File: config.mk
export PLATFORM = sky130hd
export DESIGN_NAME = clus_ofc_err_rx_flat
export DESIGN_NICKNAME = d
export VERILOG_FILES = /design/src/rtl/clus_ofc_err_pkg.sv /design/src/rtl/clus_ofc_err_rx_if.sv /design/src/rtl/clus_ofc_err_chan.sv /design/src/rtl/clus_ofc_err_rx.sv /design/src/flat_wrapper.sv
export SDC_FILE = /design/constraint.sdc
export NUM_CORES = 1
export LEC_CHECK = 0
export BUFFER_PORTS_ARGS = -buffer_cell sky130_fd_sc_hd__buf_4
export CORE_MARGIN = 1.5
export CORE_UTILIZATION = 35
export DETAILED_ROUTE_END_ITERATION = 10
export MAX_ROUTING_LAYER = met4
export PLACE_DENSITY = 0.66
export SETUP_SLACK_MARGIN = 0.3
export SLEW_MARGIN = 20
export SYNTH_ARGS = -nofsm -noshare
export SYNTH_HDL_FRONTEND = slang
export SYNTH_SLANG_ARGS = --single-unit
File: constraint.sdc
create_clock -name clk -period 3.1 [get_ports clk]
set_clock_uncertainty 0.1 [all_clocks]
set_input_delay 0.155 -clock clk [delete_from_list [all_inputs] [get_ports clk]]
set_output_delay 0.155 -clock clk [all_outputs]
set_load 0.02 [all_outputs]
File: src/rtl/clus_ofc_err_pkg.sv
// ---------------------------------------------------------------------------
// clus_ofc_err_pkg
// Shared types and defaults for the cluster serial error receiver.
//   state_t     : per-channel receive FSM states (HUNT/CAPT/PAR/DONE)
//   DEF_*       : default frame geometry (payload length, header width/pattern)
//   CNT_W       : width of the per-channel payload bit counter
//   bus_offset  : LSB position of a channel's slice in the flat output bus
// ---------------------------------------------------------------------------
package clus_ofc_err_pkg;

    typedef enum logic [1:0] {
        HUNT = 2'd0,
        CAPT = 2'd1,
        PAR  = 2'd2,
        DONE = 2'd3
    } state_t;

    localparam int                   DEF_LENGTH_ERR = 18;
    localparam int                   DEF_HDR_W      = 3;
    localparam logic [DEF_HDR_W-1:0] DEF_HDR        = 3'b100;

    // The payload counter is 5 bits wide, so a payload is at most 31 bits.
    localparam int                   CNT_W          = 5;

    function automatic int bus_offset(input int ch, input int len);
        return ch * len;
    endfunction

endpackage

File: src/rtl/clus_ofc_err_rx_if.sv
// ---------------------------------------------------------------------------
// clus_ofc_err_rx_if
// Bundle of the serial error inputs and the cluster status outputs.
//   in_live      : link live; low re-arms every channel
//   in_err       : one serial error bit per channel per clock
//   bypass       : force all completion flags high (sticky)
//   rearm        : per-channel pulse, leave DONE and hunt again
//   got_err      : per-channel frame-complete flag
//   all_got      : registered AND of got_err
//   out_err_bus  : captured payloads, channel c at [c*LENGTH_ERR +: LENGTH_ERR]
//   par_err      : per-channel parity error (zero unless parity is built in)
// master drives the inputs (link side), slave is the receiver.
// ---------------------------------------------------------------------------
interface clus_ofc_err_rx_if
    import clus_ofc_err_pkg::*;
#(
    parameter int NCH        = 4,
    parameter int LENGTH_ERR = DEF_LENGTH_ERR
);
    logic                      in_live;
    logic [NCH-1:0]            in_err;
    logic                      bypass;
    logic [NCH-1:0]            rearm;
    logic [NCH-1:0]            got_err;
    logic                      all_got;
    logic [NCH*LENGTH_ERR-1:0] out_err_bus;
    logic [NCH-1:0]            par_err;

    modport master (
        output in_live, in_err, bypass, rearm,
        input  got_err, all_got, out_err_bus, par_err
    );

    modport slave (
        input  in_live, in_err, bypass, rearm,
        output got_err, all_got, out_err_bus, par_err
    );
endinterface

File: src/rtl/clus_ofc_err_chan.sv
// ---------------------------------------------------------------------------
// clus_ofc_err_chan
// One serial error channel: header hunt, payload deserialiser, done flag and
// (optionally) trailing even-parity check.
// Optional feature macro: CLUS_OFC_ERR_PARITY_EN adds the PAR state, which
// samples one trailing parity bit and delays the done flag by one clock.
// Ports:
//   clk, rst   : clock, asynchronous active-high reset
//   live       : low = synchronous clear of everything (highest priority)
//   ser_in     : serial error bit for this channel
//   force_got  : bypass, sets got high (sticky)
//   rearm      : leave DONE and hunt again; also drops got / par_err
//   got        : frame complete
//   word       : captured payload, bit 0 is the first payload bit received
//   par_err    : parity mismatch of the last frame
// ---------------------------------------------------------------------------
module clus_ofc_err_chan
    import clus_ofc_err_pkg::*;
#(
    parameter int                LENGTH_ERR = DEF_LENGTH_ERR,
    parameter int                HDR_W      = DEF_HDR_W,
    parameter logic [HDR_W-1:0]  HDR        = DEF_HDR
)(
    input  logic                  clk,
    input  logic                  rst,
    input  logic                  live,
    input  logic                  ser_in,
    input  logic                  force_got,
    input  logic                  rearm,
    output logic                  got,
    output logic [LENGTH_ERR-1:0] word,
    output logic                  par_err
);

    localparam logic [CNT_W-1:0] LEN_CNT = CNT_W'(LENGTH_ERR);

    state_t                state_reg;
    logic [CNT_W-1:0]      cnt_reg;
    logic [HDR_W-1:0]      hsr_reg;
    logic                  got_reg;
    logic [LENGTH_ERR-1:0] word_reg;

    logic                  hdr_hit;
    logic                  sample_en;
    logic [CNT_W-1:0]      sample_idx;
    logic                  got_set;

    always_comb begin
        // Header compare uses the register contents before this edge's shift.
        hdr_hit    = (hsr_reg == HDR);
        sample_en  = 1'b0;
        sample_idx = cnt_reg;
        got_set    = 1'b0;
        case (state_reg)
            HUNT: begin
                // The bit arriving with the matching header is payload bit 0.
                sample_en  = hdr_hit;
                sample_idx = '0;
            end
            CAPT: begin
                sample_en = (cnt_reg != LEN_CNT);
`ifndef CLUS_OFC_ERR_PARITY_EN
                got_set   = (cnt_reg == LEN_CNT);
`endif
            end
`ifdef CLUS_OFC_ERR_PARITY_EN
            PAR: begin
                got_set = 1'b1;
            end
`endif
            default: begin
                sample_en = 1'b0;
            end
        endcase
    end

    // FSM, counter, header shift register and flags.
    always_ff @(posedge clk or posedge rst) begin
        if (rst) begin
            state_reg <= HUNT;
            cnt_reg   <= '0;
            hsr_reg   <= '0;
            got_reg   <= 1'b0;
        end else if (!live) begin
            state_reg <= HUNT;
            cnt_reg   <= '0;
            hsr_reg   <= '0;
            got_reg   <= 1'b0;
        end else begin
            hsr_reg <= {hsr_reg[HDR_W-2:0], ser_in};

            case (state_reg)
                HUNT: begin
                    if (hdr_hit) begin
                        state_reg <= CAPT;
                        cnt_reg   <= CNT_W'(1);
                    end
                end
                CAPT: begin
                    // Headers recurring inside the payload are not looked at.
                    if (cnt_reg == LEN_CNT) begin
`ifdef CLUS_OFC_ERR_PARITY_EN
                        state_reg <= PAR;
`else
                        state_reg <= DONE;
`endif
                    end else begin
                        cnt_reg <= cnt_reg + CNT_W'(1);
                    end
                end
`ifdef CLUS_OFC_ERR_PARITY_EN
                PAR: begin
                    state_reg <= DONE;
                end
`endif
                DONE: begin
                    // Only a finished frame reacts to rearm; a running one completes.
                    if (rearm) begin
                        state_reg <= HUNT;
                        cnt_reg   <= '0;
                    end
                end
                default: begin
                    state_reg <= HUNT;
                    cnt_reg   <= '0;
                end
            endcase

            // Bypass wins, then frame completion, then rearm.
            if (force_got) begin
                got_reg <= 1'b1;
            end else if (got_set) begin
                got_reg <= 1'b1;
            end else if (rearm) begin
                got_reg <= 1'b0;
            end
        end
    end

    // Payload bits: each bit loads only when the counter points at it, so the
    // word holds its old contents after rearm until overwritten.
    genvar gi;
    generate
        for (gi = 0; gi < LENGTH_ERR; gi++) begin : g_bit
            always_ff @(posedge clk or posedge rst) begin
                if (rst) begin
                    word_reg[gi] <= 1'b0;
                end else if (!live) begin
                    word_reg[gi] <= 1'b0;
                end else if (sample_en && (sample_idx == CNT_W'(gi))) begin
                    word_reg[gi] <= ser_in;
                end
            end
        end
    endgenerate

`ifdef CLUS_OFC_ERR_PARITY_EN
    logic par_err_reg;

    // Even parity: payload XOR parity bit must be zero.
    always_ff @(posedge clk or posedge rst) begin
        if (rst) begin
            par_err_reg <= 1'b0;
        end else if (!live) begin
            par_err_reg <= 1'b0;
        end else if (state_reg == PAR) begin
            par_err_reg <= (^word_reg) ^ ser_in;
        end else if (rearm) begin
            par_err_reg <= 1'b0;
        end
    end

    assign par_err = par_err_reg;
`else
    assign par_err = 1'b0;
`endif

    assign got  = got_reg;
    assign word = word_reg;

endmodule

File: src/rtl/clus_ofc_err_rx.sv
// ---------------------------------------------------------------------------
// clus_ofc_err_rx
// Multi-channel receiver for the serial TLK error streams of the fanout CDT
// cluster. Each channel hunts a header and deserialises a fixed-length error
// word; the top fans out live/bypass and builds the registered all_got flag.
// Optional feature macro: CLUS_OFC_ERR_PARITY_EN (trailing even-parity bit,
// par_err outputs); without it par_err is constant zero.
// Ports:
//   clk   : system clock, all logic on posedge
//   rst   : asynchronous reset, active-high
//   link  : clus_ofc_err_rx_if.slave (in_live, in_err, bypass, rearm,
//           got_err, all_got, out_err_bus, par_err)
// ---------------------------------------------------------------------------
module clus_ofc_err_rx
    import clus_ofc_err_pkg::*;
#(
    parameter int               NCH        = 4,
    parameter int               LENGTH_ERR = DEF_LENGTH_ERR,
    parameter int               HDR_W      = DEF_HDR_W,
    parameter logic [HDR_W-1:0] HDR        = DEF_HDR
)(
    input  logic             clk,
    input  logic             rst,
    clus_ofc_err_rx_if.slave link
);

    logic [NCH-1:0]            got_w;
    logic [NCH-1:0]            par_w;
    logic [NCH*LENGTH_ERR-1:0] bus_w;
    logic                      all_got_reg;

    genvar gi;
    generate
        for (gi = 0; gi < NCH; gi++) begin : g_chan
            clus_ofc_err_chan #(
                .LENGTH_ERR (LENGTH_ERR),
                .HDR_W      (HDR_W),
                .HDR        (HDR)
            ) u_chan (
                .clk       (clk),
                .rst       (rst),
                .live      (link.in_live),
                .ser_in    (link.in_err[gi]),
                .force_got (link.bypass),
                .rearm     (link.rearm[gi]),
                .got       (got_w[gi]),
                .word      (bus_w[bus_offset(gi, LENGTH_ERR) +: LENGTH_ERR]),
                .par_err   (par_w[gi])
            );
        end
    endgenerate

    // One clock behind the last channel to complete.
    always_ff @(posedge clk or posedge rst) begin
        if (rst) begin
            all_got_reg <= 1'b0;
        end else if (!link.in_live) begin
            all_got_reg <= 1'b0;
        end else begin
            all_got_reg <= &got_w;
        end
    end

    assign link.got_err     = got_w;
    assign link.par_err     = par_w;
    assign link.out_err_bus = bus_w;
    assign link.all_got     = all_got_reg;

endmodule

File: src/flat_wrapper.sv
// flat-port wrapper written by rule: the top's interface ports become plain ports
module clus_ofc_err_rx_flat import clus_ofc_err_pkg::*;
#(
    parameter int               NCH        = 4,
    parameter int               LENGTH_ERR = DEF_LENGTH_ERR,
    parameter int               HDR_W      = DEF_HDR_W,
    parameter logic [HDR_W-1:0] HDR        = DEF_HDR
)
  (clk, rst, link_in_live, link_in_err, link_bypass, link_rearm, link_got_err, link_all_got, link_out_err_bus, link_par_err);
  clus_ofc_err_rx_if #(.NCH(NCH), .LENGTH_ERR(LENGTH_ERR)) link_i ();
  input  logic clk;
  input  logic rst;
  input wire logic [$bits(link_i.in_live)-1:0] link_in_live;
  input wire logic [$bits(link_i.in_err)-1:0] link_in_err;
  input wire logic [$bits(link_i.bypass)-1:0] link_bypass;
  input wire logic [$bits(link_i.rearm)-1:0] link_rearm;
  output wire logic [$bits(link_i.got_err)-1:0] link_got_err;
  output wire logic [$bits(link_i.all_got)-1:0] link_all_got;
  output wire logic [$bits(link_i.out_err_bus)-1:0] link_out_err_bus;
  output wire logic [$bits(link_i.par_err)-1:0] link_par_err;
  assign link_i.in_live = link_in_live;
  assign link_i.in_err = link_in_err;
  assign link_i.bypass = link_bypass;
  assign link_i.rearm = link_rearm;
  assign link_got_err = link_i.got_err;
  assign link_all_got = link_i.all_got;
  assign link_out_err_bus = link_i.out_err_bus;
  assign link_par_err = link_i.par_err;
  clus_ofc_err_rx #(.NCH(NCH), .LENGTH_ERR(LENGTH_ERR), .HDR_W(HDR_W), .HDR(HDR)) u_core (.clk(clk), .rst(rst), .link(link_i));
endmodule
==> results.txt, run 1 <==
----------------------------------------------------
[Global routing]
  Global-route wire length before repair ... between 20000 and 25000 um
  Global-route congestion overflow total ... 0
  Antenna violations before repair ... 0
  Via count of the first global-routing pass ... between 4000 and 5000
  Pin count of the biggest net entering global routing ... 118
  Gr usage total ... 0.169

[Logic synthesis]
  Yosys cell types ... 64
  Mux cell area share after synthesis ... 0.100
  Post-synthesis share of cell area spent on and, or, nand and nor gates ... 0.268
  Fraction of synthesis flops using an asynchronous set or reset pin ... 1.00
  Number of synthesized register bits ... between 100 and 150
  Fraction of synthesized cell area taken by the top area cell type ... 0.465
  Synth Warn # ... 0
  Proportion of synthesized chip area in sequential cells ... 0.465
  Mapped cell area ... between 6000 and 7000 um2
  Dominant cell by count in the synthesized netlist ... sky130_fd_sc_hd__dfrtp_1
  Post-synthesis compound-gate area fraction ... 0.0915
  Commonest register cell after synthesis ... sky130_fd_sc_hd__dfrtp_1
  Library cell with the largest summed area after synthesis ... sky130_fd_sc_hd__dfrtp_1
  Largest family of logic cells by synthesized area ... simple AND/OR/NAND/NOR gates
  Gate count after technology mapping ... 646
  Top cells by area in the synthesized netlist ... sky130_fd_sc_hd__dfrtp_1 46%, sky130_fd_sc_hd__mux2i_1 9.8%, sky130_fd_sc_hd__nor2_1 4.5%
  Adder-cell area share of the yosys netlist ... 0.0159
  Number of synthesized flops with an enable pin ... 0
  Post-Synth XOR/XNOR Area ... 0.00139
  Leading post-synthesis cells by instance count ... 117 x sky130_fd_sc_hd__dfrtp_1, 76 x sky130_fd_sc_hd__nor2_1, 63 x sky130_fd_sc_hd__nand2_1
  Syn_area_per_cell ... just under 10 um2

[Die]
  Site Rows ... 48
  Vert. Die Dim ... between 100 and 150 um
  Area enclosed by the die boundary ... roughly 19000 um2
  IO Pins ... 93
  Core area ... roughly 17000 um2
  Initial cell density of the core ... 0.362
  Die Span X ... between 100 and 150 um

[Timing]
  Slew Limit Headroom ... 0.362
  Final count of negative-setup-slack endpoints ... 0
  Final sum of negative setup slack ... 0 ns
  Final Hold Violating Endpoints ... 0
  Min Clock Period, post-route ... ~2.2 ns
  Max-slew violations ... 0
  Unrepaired setup endpoints after global routing ... false
  Worst-Margin Slew ... 0.956 ns
  Period utilization ... 0.713
  Highest clock rate ... between 0.4 and 0.5 GHz
  Worst setup slack after layout ... approximately 0.89 ns

[Clock tree]
  Clock slew at reported path FFs ... about 0.06 ns
  H-tree depth ... 4
  Resized Gates After CTS ... 0
  Number of clock buffers inserted by TritonCTS ... 17
  TritonCTS clock tree ... yes
  Postcts setup bufs ... 0
  Sinks on Clock Net ... 117
  Root Buffer Master ... sky130_fd_sc_hd__clkbuf_16
  Worst-Skew Late Latency ... just over 0.4 ns
  Max Buffers Root-to-Sink ... 2
  Number of buffers added to fix hold violations after cts ... 9

[Critical path]
  Data arrival time of the critical path ... between 2 and 2.5 ns
  Type of destination of the critical path ... flop
  CP Class ... flop to flop
  Data required time at the worst endpoint ... between 3 and 4 ns
  Maximum fanout along the worst path ... 15
  Type of element launching the critical path ... flop

[Worst hold path]
  Kind of path behind the tightest hold check ... input pin to flop

[Power]
  Leakage power ... approximately 3.4 nW
  Pwr per Cell Area ... around 470 nW/um2
  VDD IR-drop max ... between 0.3 and 0.4 mV

[Route]
  Iter 0 DRT Violations ... around 360
  WL/cell ... around 15 um
  Via density ... between 5 and 6
  Wire length reported by the detailed router ... around 15000 um
  Count of TritonRoute iterations in the first routing pass ... 4
  Routed via count ... 4958
  Post-DRT Antenna Nets ... 0
  Number of design rule violations left after detail routing ... 0

[Run]
  Count of max-cap constraint violations ... 0

[Placed design]
  Worst setup slack before clock tree synthesis ... about 0.92 ns
  Hpwl dp ... between 9000 and 10000 um
  Routability Congestion ... between 0.8 and 0.9
  Buffers on Ports ... 88

[Finish]
  Number of nets in the finished design ... ~730
  Filler cell count ... 1679
  Area overhead of the layout relative to synthesis ... 21.4%
  Number of flip-flops in the largest register ... between 70 and 80
  Antenna diode instance count ... 0
  Share of cells above drive strength 1 ... 0.207
  Fin util ... 0.439

[Status]
  Outcome ... finished, final reports clean

----------------------------------------------------
[stage by stage]
stage	cells	power, W	area, um2	hold slack (ns)
4_1_cts	949	0.00363	7650	0.000986
5_1_grt	949	0.00372	7650	0.00810
2_1_floorplan	649	0.00172	6320	0.190
3_5_place_dp	908	0.00178	7010	0.304
6_report	949	0.00358	7650	0.0109
3_3_place_gp	908	0.00178	7010	0.302
[power breakdown]
group	internal (W)	switching, W	leakage, nW
clock	0.00114	0.000687	0.267
sequential	0.00154	0.0000194	1.62
combinational	0.0000584	0.000135	1.56
[cell type report]
| class | instances | area (um2) | share of cell area |
|---|---|---|---|
| inverter | 20 | 78.8 | 0.0103 |
| sequential | 117 | 2930 | 0.383 |
| multi-input combinational | 454 | 3020 | 0.395 |
| tap | 225 | 282 | 0.0368 |
| clock inverter | 9 | 78.8 | 0.0103 |
| clock buffer | 23 | 468 | 0.0612 |
| timing repair buffer | 101 | 793 | 0.104 |
[critical path, stage by stage, from the launching register on]
cell,delay (ns)
sky130_fd_sc_hd__dfrtp_1,0.51
sky130_fd_sc_hd__or3b_1,0.77
sky130_fd_sc_hd__nor4_1,0.43
sky130_fd_sc_hd__mux2i_1,0.23
sky130_fd_sc_hd__nor2_1,0.05
[path summary, 6_finish.rpt]
path	start	endpoint	slack (ns)	depth (start not counted)
worst max-delay path	u_core.g_chan[3].u_chan.state_reg[1]$_DFFE_PP0P_	u_core.g_chan[3].u_chan.word[2]$_DFFE_PP0P_	0.89	4
worst min-delay path	link_rearm[3]	u_core.g_chan[3].u_chan.state_reg[1]$_DFFE_PP0P_	0.01	3
worst max register to register	u_core.g_chan[3].u_chan.state_reg[1]$_DFFE_PP0P_	u_core.g_chan[3].u_chan.word[2]$_DFFE_PP0P_	0.89	4
worst min register to register	u_core.g_chan[1].u_chan.hsr_reg[0]$_DFF_PP0_	u_core.g_chan[1].u_chan.hsr_reg[1]$_DFF_PP0_	0.38	1
max in group asynchronous	rst	u_core.g_chan[3].u_chan.cnt_reg[3]$_DFFE_PP0P_	1.99	4
min in group asynchronous	rst	u_core.g_chan[3].u_chan.word[7]$_DFFE_PP0P_	0.32	4
[metal layers]
| metal | wire length [um] | up-vias | global-route usage |
|---|---|---|---|
| met1 | 7030 | 2415 | 0.218 |
| li1 | - | 2405 | - |
| met5 | 0 | - | - |
| met3 | 830 | 16 | 0.0475 |
| met2 | 6500 | 122 | 0.258 |
| met4 | 187 | 0 | 0.0550 |
[layout by cell type, fill, tap and decap left out, drive strengths merged, types with 10 or more instances in the layout]
master  instances
nand2          63
buf            92
nand3          42
inv            19
nor2           77
nand4          13
nor4b          11
dfrtp         117
o21ai          10
a21oi          28
nor3           12
nor4           16
mux2i          62
clkbuf         23
nand2b         13
[cell families after synthesis]
group           after synthesis
mux                          63
fa+ha+maj                     8
buf+inv                      78
xor+xnor                      1
simple gates                296
compound gates               82
flops                       117
other cells                   1
No activity file was read; power rests on OpenSTA's default activity.
==> run 2, diff against run 1 <==
--- a/config.mk
+++ b/config.mk
@@ -5,12 +5,13 @@
 export SDC_FILE = /design/constraint.sdc
 export NUM_CORES = 1
 export LEC_CHECK = 0
+export ABC_AREA = 1
 export BUFFER_PORTS_ARGS = -buffer_cell sky130_fd_sc_hd__buf_4
 export CORE_MARGIN = 1.5
 export CORE_UTILIZATION = 35
 export DETAILED_ROUTE_END_ITERATION = 10
 export MAX_ROUTING_LAYER = met4
-export PLACE_DENSITY = 0.66
+export PLACE_DENSITY = 0.64
 export SETUP_SLACK_MARGIN = 0.3
 export SLEW_MARGIN = 20
 export SYNTH_ARGS = -nofsm -noshare
==> constraint.sdc (replaced) <==
create_clock -name clk -period 2.23 [get_ports clk]
set_clock_uncertainty 0.1 [all_clocks]
set_input_delay 0.1115 -clock clk [delete_from_list [all_inputs] [get_ports clk]]
set_output_delay 0.1115 -clock clk [all_outputs]
set_load 0.02 [all_outputs]
==> results.txt, run 2 <==
----------------------------------------------------
[Route]
  WL/cell ... 12.8 um (-17%)
  Wire length reported by the detailed router ... 16500 um (+14%)
  Number of design rule violations left after detail routing ... 0 (unchanged)
  Count of TritonRoute iterations in the first routing pass ... 5 (+1)
  Via density ... 4.79 (-8.3%)
  Routed via count ... 6202 (+25%)
  Iter 0 DRT Violations ... 386 (+6.0%)
  Post-DRT Antenna Nets ... 0 (unchanged)

[Finish]
  Number of flip-flops in the largest register ... 72 (unchanged)
  Area overhead of the layout relative to synthesis ... 22.7%
  Most common cell after layout, fill and taps aside ... sky130_fd_sc_hd__nand2_1
  Final standard cell count with taps included and fillers excluded ... 1294 (+36%)
  Share of cells above drive strength 1 ... 0.181 (-0.0263)
  Antenna diode instance count ... 0 (unchanged)
  Number of nets in the finished design ... 1042 (+43%)
  Most frequent cells in the layout ... 287 x sky130_fd_sc_hd__nand2_1, 127 x sky130_fd_sc_hd__inv_1, 114 x sky130_fd_sc_hd__dfrtp_1

[Global routing]
  Global-route congestion overflow total ... 0 (unchanged)
  Pin count of the biggest net entering global routing ... 118 (unchanged)
  Antenna violations before repair ... 0 (unchanged)
  Gr usage total ... 0.178 (+0.00879)
  Global-route wire length before repair ... 28000 um (+14%)
  Via count of the first global-routing pass ... 5779 (+16%)

[Clock tree]
  Clock slew at reported path FFs ... 0.05 ns (about the same)
  Sinks on Clock Net ... 117 (unchanged)
  Max Buffers Root-to-Sink ... 2 (unchanged)
  Root Buffer Master ... sky130_fd_sc_hd__clkbuf_16
  Postcts setup bufs ... 0 (unchanged)
  Worst-Skew Late Latency ... 0.42 ns (about the same)
  TritonCTS clock tree ... yes
  Number of clock buffers inserted by TritonCTS ... 17 (unchanged)
  H-tree depth ... 4 (unchanged)

[Power]
  Psw ... 0.00191 W (+130%)
  Clock share of power ... 0.459 (-0.050)
  VDD IR-drop max ... 0.499 mV (+29%)
  Flop pwr share ... 0.363 (-0.074)
  Proportion of total power due to net switching ... 0.292 (+0.0572)
  Leakage power ... 4.70 nW (+36%)
  Cell-internal power ... 0.00462 W (+69%)
  Share of power burned in combinational logic ... 0.178 (+0.124)
  Pwr per Cell Area ... 782 nW/um2 (+67%)
  Tot Pwr ... 0.00653 W (+82%)

[Logic synthesis]
  Fraction of synthesis flops using an asynchronous set or reset pin ... 1.00 (unchanged)
  Syn_area_per_cell ... 7.27 um2 (-26%)
  Synth Warn # ... 0 (unchanged)
  Number of synthesized register bits ... 117 (unchanged)
  Leading post-synthesis cells by instance count ... 287 x sky130_fd_sc_hd__nand2_1, 128 x sky130_fd_sc_hd__inv_1, 117 x sky130_fd_sc_hd__dfrtp_1
  Number of synthesized flops with an enable pin ... 0 (unchanged)
  Dominant cell by count in the synthesized netlist ... sky130_fd_sc_hd__nand2_1
  Mapped cell area ... 6810 um2 (+8.0%)
  Commonest register cell after synthesis ... sky130_fd_sc_hd__dfrtp_1
  Gate count after technology mapping ... 937 (+45%)
  Proportion of synthesized chip area in sequential cells ... 0.430 (-0.0345)
  Fraction of synthesized cell area taken by the top area cell type ... 0.430 (-0.0345)
  Top cells by area in the synthesized netlist ... sky130_fd_sc_hd__dfrtp_1 43%, sky130_fd_sc_hd__nand2_1 16%, sky130_fd_sc_hd__nand3_1 7.6%
  Yosys cell types ... 32 (-50%)
  Library cell with the largest summed area after synthesis ... sky130_fd_sc_hd__dfrtp_1

[Critical path]
  CP Class ... flop to flop
  Data arrival time of the critical path ... 1.94 ns (-0.47 ns)
  Type of destination of the critical path ... flop
  Critical path origin ... u_core.g_chan[2].u_chan.cnt_reg[0]$_DFFE_PP0P_
  Type of element launching the critical path ... flop
  Data required time at the worst endpoint ... 2.44 ns (-0.86 ns)
  Maximum fanout along the worst path ... 32 (+17)
  Worst r2r src ... u_core.g_chan[2].u_chan.cnt_reg[0]$_DFFE_PP0P_

[Timing]
  Min Clock Period, post-route ... 1.73 ns (-0.480 ns)
  Tightest hold margin ... 0.132 ns (+0.121 ns)
  Max-slew violations ... 0 (unchanged)
  Final Hold Violating Endpoints ... 0 (unchanged)
  Final count of negative-setup-slack endpoints ... 0 (unchanged)
  Final sum of negative setup slack ... 0 ns (unchanged)
  Period utilization ... 0.776 (+0.0631)
  Highest clock rate ... 0.578 GHz (+28%)
  Unrepaired setup endpoints after global routing ... false
  Slew Limit Headroom ... 0.568 (+0.207)
  Worst setup slack after layout ... 0.498 ns (-0.390 ns)
  Worst-Margin Slew ... 0.646 ns (-0.310 ns)

[Placed design]
  Hpwl dp ... 11200 um (+20%)
  Routability Congestion ... 0.867 (+6.6%)
  Buffers on Ports ... 88 (unchanged)
  Instance count after placement with tap cells included ... 1256 (+38%)
  Worst setup slack before clock tree synthesis ... 0.251 ns (-0.670 ns)

[Die]
  Area enclosed by the die boundary ... 20300 um2 (+7.8%)
  Core area ... 18900 um2 (+8.5%)
  Initial cell density of the core ... 0.360 (-0.00152)
  Die Span X ... 142 um (+3.8%)
  Site Rows ... 50 (+4.2%)
  IO Pins ... 93 (unchanged)
  Vert. Die Dim ... 142 um (+3.8%)

[Status]
  Outcome ... finished, final reports clean

[Run]
  Count of max-cap constraint violations ... 0 (unchanged)

[Worst hold path]
  Kind of path behind the tightest hold check ... input pin to flop
  Worst Hold Launch ... link_in_err[2]

----------------------------------------------------
==> run 2: layout make-up <==
type	instances	area (um2)
timing repair buffer	106	838
inverter	138	522
tap	260	325
sequential	117	2930
clock inverter	10	178
multi-input combinational	642	3100
fill	1913	10500
clock buffer	21	460
==> run 2: per-layer routing <==
metal / vias up / part of all wire / global-route usage / wire length [um]
li1: 3157 / - / - / -
met3: 25 / 0.039 / 0.0363 / 638
met4: 0 / 0.016 / 0.0646 / 258
met2: 144 / 0.45 / 0.270 / 7500
met5: - / 0 / - / 0
met1: 2876 / 0.49 / 0.236 / 8140
==> run 2: cells by family (layout without fill, tap and decap cells) <==
kind of cell | Yosys count | count (layout) | share of synthesized area
AOI/OAI and AO/OA | 67 | 67 | 0.0515
adders and majority gates | 8 | 8 | 0.0147
buffers and inverters | 181 | 275 | 0.120
DFF | 117 | 117 | 0.430
other | 1 | 4 | 0.000551
and+or+nand+nor | 563 | 563 | 0.383
==> run 2: worst max-delay path, stage by stage, from the launching register on <==
cell and delay, ns:
sky130_fd_sc_hd__dfrtp_2 0.46, sky130_fd_sc_hd__inv_1 0.11, sky130_fd_sc_hd__ha_1 0.20, sky130_fd_sc_hd__nand2_1 0.06, sky130_fd_sc_hd__inv_1 0.05, sky130_fd_sc_hd__nand2_2 0.09
sky130_fd_sc_hd__nand2_1 0.07, sky130_fd_sc_hd__nand2_2 0.08, sky130_fd_sc_hd__buf_12 0.17, sky130_fd_sc_hd__nand4_1 0.10, sky130_fd_sc_hd__nand2_1 0.09, sky130_fd_sc_hd__inv_1 0.04
==> run 2: power by group through the flow <==
| stage | Clock, W | Sequential [W] | Combinational, W |
|---|---|---|---|
| after CTS | 0.00307 | 0.00236 | 0.00116 |
| after floorplan | 0 | 0.00241 | 0.000856 |
| after global routing | 0.00315 | 0.00239 | 0.00130 |
| final | 0.00300 | 0.00237 | 0.00116 |
| after detailed placement | 0 | 0.00240 | 0.00114 |
| after global placement | 0 | 0.00240 | 0.00114 |
==> run 2: what timing repair did <==
item                       CTS  global route
hold endpoints to repair   131             0
resized for setup            1             6
hold buffers                 7             0
setup endpoints to repair   16            45
==> run 2: worst paths after layout <==
check / endpoint / slack (ns) / cells after the start
worst min register to register: u_core.g_chan[3].u_chan.hsr_reg[1]$_DFF_PP0_ / 0.36 / 2
worst min-delay path: u_core.g_chan[2].u_chan.hsr_reg[0]$_DFF_PP0_ / 0.13 / 3
worst max-delay path: u_core.g_chan[2].u_chan.word[5]$_DFFE_PP0P_ / 0.50 / 11
max in group asynchronous: u_core.g_chan[3].u_chan.cnt_reg[0]$_DFFE_PP0P_ / 1.16 / 4
worst max register to register: u_core.g_chan[2].u_chan.word[5]$_DFFE_PP0P_ / 0.50 / 11
min in group asynchronous: u_core.g_chan[1].u_chan.word[3]$_DFFE_PP0P_ / 0.34 / 4
==> run 2: per-stage QoR <==
stage                     utilization  cell area, um2
after floorplan                     -            6820
after global placement          0.403            7620
after detailed placement        0.403            7620
after CTS                       0.441            8330
after global routing            0.442            8350
final                           0.442            8350
